### src/rtl/pipe_hazard_ctrl.sv
// pipe_hazard_ctrl: hazard and sequencing control for a 3-stage S1 -> S2 -> S3 pipeline.
//   Keeps a shadow scoreboard of the S2/S3 write destinations. S1 is stalled on a
//   read-after-write hazard. A small RUN/MULTI FSM holds S2 while a long-latency ALU op
//   executes there.
// Build option: define MULTI_BYPASS_EN to turn on operand forwarding.
//   - With forwarding, only S2 matches against a multi-cycle producer stall S1.
//   - Without it, fwd_a/fwd_b are tied to 00 and every S2/S3 match stalls S1.
// Ports:
//   clk, rst                 clock; synchronous active-high reset
//   s1_valid                 S1 holds a real instruction
//   s1_rs1/_used             source A of the S1 instruction and its read flag
//   s1_rs2/_used             source B of the S1 instruction and its read flag
//   s1_we, s1_wsel           destination write enable and destination register of S1
//   s1_multi                 S1 instruction is a multi-cycle ALU op
//   stall_s1                 hold the PC and the S1 register
//   bubble_s2                load zero controls into the S1/S2 register
//   hold_s2                  S1/S2 register keeps its value
//   bubble_s3                load zero controls into the S2/S3 register
//   fwd_a, fwd_b             operand source: 00 regfile, 01 S2 result, 10 S3 writeback
module pipe_hazard_ctrl #(
  parameter int unsigned MULTI_LAT = 4
) (
  input  logic       clk,
  input  logic       rst,
  input  logic       s1_valid,
  input  logic [4:0] s1_rs1,
  input  logic       s1_rs1_used,
  input  logic [4:0] s1_rs2,
  input  logic       s1_rs2_used,
  input  logic       s1_we,
  input  logic [4:0] s1_wsel,
  input  logic       s1_multi,
  output logic       stall_s1,
  output logic       bubble_s2,
  output logic       hold_s2,
  output logic       bubble_s3,
  output logic [1:0] fwd_a,
  output logic [1:0] fwd_b
);

  localparam int unsigned REG_W = 5;
  localparam int unsigned CNT_W = 4;
  localparam int unsigned FWD_W = 2;

  localparam logic [FWD_W-1:0] FWD_RF = 2'b00;
`ifdef MULTI_BYPASS_EN
  localparam logic [FWD_W-1:0] FWD_S2 = 2'b01;
  localparam logic [FWD_W-1:0] FWD_S3 = 2'b10;
`endif

  typedef enum logic {
    ST_RUN   = 1'b0,
    ST_MULTI = 1'b1
  } state_t;

  state_t             state_q, state_d;
  logic [CNT_W-1:0]   cnt_q, cnt_d;
  logic               s2_we_q, s2_we_d;
  logic [REG_W-1:0]   s2_wsel_q, s2_wsel_d;
  logic               s2_multi_q, s2_multi_d;
  logic               s3_we_q, s3_we_d;
  logic [REG_W-1:0]   s3_wsel_q, s3_wsel_d;

  logic a_s2, a_s3, b_s2, b_s3;
  logic raw;
  logic hold;

  // State and scoreboard registers.
  always_ff @(posedge clk) begin
    if (rst) begin
      state_q    <= ST_RUN;
      cnt_q      <= '0;
      s2_we_q    <= 1'b0;
      s2_wsel_q  <= '0;
      s2_multi_q <= 1'b0;
      s3_we_q    <= 1'b0;
      s3_wsel_q  <= '0;
    end else begin
      state_q    <= state_d;
      cnt_q      <= cnt_d;
      s2_we_q    <= s2_we_d;
      s2_wsel_q  <= s2_wsel_d;
      s2_multi_q <= s2_multi_d;
      s3_we_q    <= s3_we_d;
      s3_wsel_q  <= s3_wsel_d;
    end
  end

  // Source/destination matches; register 0 is hard-wired and never a hazard.
  always_comb begin
    a_s2 = s1_rs1_used && (s1_rs1 != '0) && s2_we_q && (s2_wsel_q == s1_rs1);
    a_s3 = s1_rs1_used && (s1_rs1 != '0) && s3_we_q && (s3_wsel_q == s1_rs1);
    b_s2 = s1_rs2_used && (s1_rs2 != '0) && s2_we_q && (s2_wsel_q == s1_rs2);
    b_s3 = s1_rs2_used && (s1_rs2 != '0) && s3_we_q && (s3_wsel_q == s1_rs2);
  end

  // Hazard detection and forwarding select.
  always_comb begin
    raw   = 1'b0;
    fwd_a = FWD_RF;
    fwd_b = FWD_RF;
`ifdef MULTI_BYPASS_EN
    // Only a multi-cycle producer still in S2 has no bypassable result yet.
    raw   = s1_valid && s2_multi_q && (a_s2 || b_s2);
    fwd_a = a_s2 ? FWD_S2 : (a_s3 ? FWD_S3 : FWD_RF);
    fwd_b = b_s2 ? FWD_S2 : (b_s3 ? FWD_S3 : FWD_RF);
`else
    raw   = s1_valid && (a_s2 || a_s3 || b_s2 || b_s3);
`endif
  end

  // Multi-cycle FSM: next state, counter and S2 hold.
  always_comb begin
    state_d = state_q;
    cnt_d   = cnt_q;
    hold    = 1'b0;
    case (state_q)
      ST_RUN: begin
        hold = s2_multi_q;
        if (s2_multi_q) begin
          // The RUN cycle that spots the op counts as its first cycle in S2.
          state_d = ST_MULTI;
          cnt_d   = CNT_W'(MULTI_LAT - 2);
        end
      end
      ST_MULTI: begin
        hold = (cnt_q != '0);
        if (cnt_q != '0) begin
          cnt_d = cnt_q - CNT_W'(1);
        end else begin
          state_d = ST_RUN;
        end
      end
      default: begin
        state_d = ST_RUN;
        cnt_d   = '0;
      end
    endcase
  end

  // Pipeline controls (hold wins over hazard) and scoreboard update.
  always_comb begin
    hold_s2   = hold;
    stall_s1  = hold | raw;
    bubble_s2 = raw & ~hold;
    bubble_s3 = hold;

    s2_we_d    = s2_we_q;
    s2_wsel_d  = s2_wsel_q;
    s2_multi_d = s2_multi_q;
    if (!hold) begin
      if (stall_s1 || !s1_valid) begin
        s2_we_d    = 1'b0;
        s2_wsel_d  = '0;
        s2_multi_d = 1'b0;
      end else begin
        s2_we_d    = s1_we;
        s2_wsel_d  = s1_wsel;
        s2_multi_d = s1_multi;
      end
    end

    s3_we_d   = hold ? 1'b0 : s2_we_q;
    s3_wsel_d = hold ? '0 : s2_wsel_q;
  end

endmodule

### config.mk
export PLATFORM = sky130hd
export DESIGN_NAME = pipe_hazard_ctrl
export DESIGN_NICKNAME = d
export VERILOG_FILES = /design/src/rtl/pipe_hazard_ctrl.sv
export SDC_FILE = /design/constraint.sdc
export NUM_CORES = 1
export LEC_CHECK = 0
export CORE_UTILIZATION = 45
export CTS_CLUSTER_SIZE = 20
export DETAILED_ROUTE_END_ITERATION = 10
export PLACE_DENSITY = 0.9
export SLEW_MARGIN = 20
export SYNTH_ARGS = -nofsm -noshare
export SYNTH_HDL_FRONTEND = slang
export SYNTH_SLANG_ARGS = --single-unit
### constraint.sdc
create_clock -name clk -period 2.15 [get_ports clk]
set_clock_uncertainty 0.2 [all_clocks]
set_input_delay 0.43 -clock clk [delete_from_list [all_inputs] [get_ports clk]]
set_output_delay 0.43 -clock clk [all_outputs]
set_load 0.005 [all_outputs]
==> metrics.md <==
| Metric | Value |
|---|---|
| Fin util | `73.9%` |
| Fmax | `417 MHz` |
| CTS Sinks | `18` |
| Setup violations, final | `2` |
| CP endpoint kind | `output pin` |
| CP required | `1520 ps` |
| Crit-path max FO | `2` |
| Hold Crit Class | `flip-flop to flip-flop` |
| H-tree depth | `1` |
| Reg2reg path depth | `10` |
| Port buffer count | `25` |
| Routed WL | `2500 um` |
| Gr usage total | `25.5%` |
| Final non-filler cell area | `1460 sq um` |
| Sequential share of power | `45.9%` |
| Most common cell in the netlist | `xnor2_1` |
| Ratio of final minimum period to clock period | `112%` |
| Hold-fix buffer count after cts | `0` |
| CTS buffer count | `3` |
| Max_cap viols | `0` |
| Ys Warns | `0` |
| Via count | `925` |
| Unique cell type count in the Yosys netlist | `26` |
| CP arrival | `1770 ps` |
| PnR worst setup slack | `-249 ps` |
| Max incr delay on CP | `510 ps` |
| Vias in the first global route | `937` |
| RR Startpoint | `cnt_q[0]` |
| Fin crit period | `2400 ps` |
| Fin. Hold Viols | `0` |
| WHS Path Cells | `1` |
| Placed cell area | `1360 sq um` |
| CTS tree | `done` |
| DP Wirelength | `1900 um` |
| Die W | `48.0 um` |
| Max IR drop VDD | `0.437 mV` |
| Clock transition at the registers of the reported paths | `100 ps` |
| Synth cell count leaders | `20 x xnor2_1, 18 x dfxtp_1, 9 x nor2_1, 7 x a32o_1` |
| Final Max Slew Viols | `0` |
| Worst skew pair latency | `300 ps` |
| PwrDens | `547 nW/um^2` |
| Outcome | `finished, violations left` |
| RSZ-0062 raised after global routing | `true` |
| Rows | `16` |
| Sequential area share after synthesis | `37.9%` |
| DRT iter0 DRCs | `9` |
| Fraction of layout cells with a size suffix above 1 | `37.4%` |
| Synth top area share | `37.9%` |
| Clock Tree Buf Depth | `2` |
| Starting Density | `48.0%` |
| P_sw | `211 uW` |
| Failing checks | `negative setup slack` |
| Clk pwr share | `26.0%` |
| CP startpoint kind | `input port` |
| Int Power | `590 uW` |
| Comb pwr share | `28.1%` |
| Avg WL per Cell | `13.7 um` |
| Pre-antenna DRT Iters | `4` |
| EDFF count, synth | `0` |
| Vias/cell | `5.08` |
| Yosys reg bits | `18` |
| ANT nets after route | `0` |
| Hold Startpoint | `s2_multi_q` |
| Ant diodes | `0` |
| Netlist Area Pre-Place | `951 sq um` |
| RePlAce Congestion | `0.800` |
| Synth top area cells | `dfxtp_1 38%, xnor2_1 18%, a32o_1 7.4%` |
| FFs w/ async S/R, synth | `0%` |
| Area grow syn2layout | `53.9%` |
| Main synth FF type | `dfxtp_1` |
| Crit-path most repeated cell | `buf_6` |
| Pin count of the biggest net entering global routing | `11` |
| Avg Cell Area, Syn | `9.23 sq um` |
| Core Area | `1980 sq um` |
| First-pass GRT wire length | `4020 um` |
| Root buffer cell | `clkbuf_4` |
| Sw Ratio | `26.4%` |
| Placement Setup Slack | `-874 ps` |
| I/O pin cnt | `30` |
| Die area | `2300 sq um` |
| Slowest stage cell on the critical path | `or4_1` |
| Crit Path Class | `input port to output pin` |
| DRC violations left | `0` |
| Initial antenna violation count | `0` |
| Final #Nets | `179` |
| Crit-path cells | `buf_6 -> or4_1 -> o21a_1 -> a32oi_4 -> buf_6 -> o21ai_2 -> buf_2` |
| Post-Synthesis Cells | `103` |
| Grt total ovfl | `0` |
| Chip height | `48.0 um` |
| CP Launch Point | `s1_rs1[1]` |
| Leakage | `0.579 nW` |
| Biggest area consumer among synthesized cells | `dfxtp_1` |
state kept, by name, summed over array words and instances (netlist names):
register and cells:
s2_wsel_q 5, s3_wsel_q 5, cnt_q 4, s2_multi_q 1, s2_we_q 1, s3_we_q 1, state_q 1
worst max-delay path: cells and delay by family:
family,cells,cell delay (ps)
and+or+nand+nor,1,510
AOI/OAI and AO/OA,3,480
buffers and inverters,3,350
stage by stage:
stage          instances  power [mW]  TNS [ps]  hold WS (ps)
6_report             182       0.801      -399           293
5_1_grt              182       0.844      -508           327
4_1_cts              181       0.786      -441           292
3_5_place_dp         172       0.574     -3690           269
3_3_place_gp         172       0.564     -3000           251
2_1_floorplan        106       0.462         0           243
worst paths after layout:
kind	slack, ps	end
max	-250	stall_s1
min	290	s2_multi_q
max reg2reg	190	s2_wsel_q[2]
min reg2reg	290	s2_multi_q
routing by layer:
layer  track usage (%)  vias to the layer above  wire length [um]
li1                  -                      457                 -
met1              25.9                      432               985
met2              50.5                       32              1340
met3              3.02                        4               110
met4              11.7                        0                57
met5                 0                        -                 0
power groups by stage:
stage	clock (mW)	sequential (mW)	combinational, mW
2_1_floorplan	0	0.370	0.0911
3_3_place_gp	0	0.371	0.193
3_5_place_dp	0	0.372	0.202
4_1_cts	0.206	0.366	0.214
5_1_grt	0.229	0.370	0.245
6_report	0.208	0.367	0.225
kinds of logic after synthesis:
| family | count (synthesis) | share of synthesized area, % |
|---|---|---|
| simple gates | 33 | 18.2 |
| xor+xnor | 20 | 18.4 |
| compound gates | 19 | 17.5 |
| flops | 18 | 37.9 |
| buf+inv | 11 | 6.32 |
| fa+ha+maj | 1 | 1.32 |
| other cells | 1 | 0.394 |
layout by cell type, fill, tap and decap left out, types with 2 or more instances in the layout:
master	instances
a32o_1	7
a21oi_1	3
buf_6	5
inv_2	2
dfxtp_2	5
nand4_1	4
xnor2_1	18
clkdlybuf4s50_1	11
inv_1	2
nor3_1	2
xnor2_2	2
nor2_1	9
conb_1	4
dlygate4sd2_1	2
clkbuf_4	3
and2_1	6
buf_4	24
dfxtp_1	13
o22ai_2	2
nand2_1	6
clkbuf_2	4
buf_2	5
area by class of cell:
| class | count | area (sq um) |
|---|---|---|
| Multi-Input combinational cell | 77 | 597 |
| Fill cell | 137 | 518 |
| Timing Repair Buffer | 51 | 409 |
| Sequential cell | 18 | 367 |
| Clock buffer | 4 | 36.3 |
| Tap cell | 27 | 33.8 |
| Inverter | 5 | 21.3 |
what timing repair did:
action | 4_1_cts | 5_1_grt
setup endpoints to repair | 4 | 4
setup buffers | 5 | 2
pin swaps | 7 | 11
gates resized for setup | 54 | 16
Note: power is estimated with default switching activity, not from simulation.
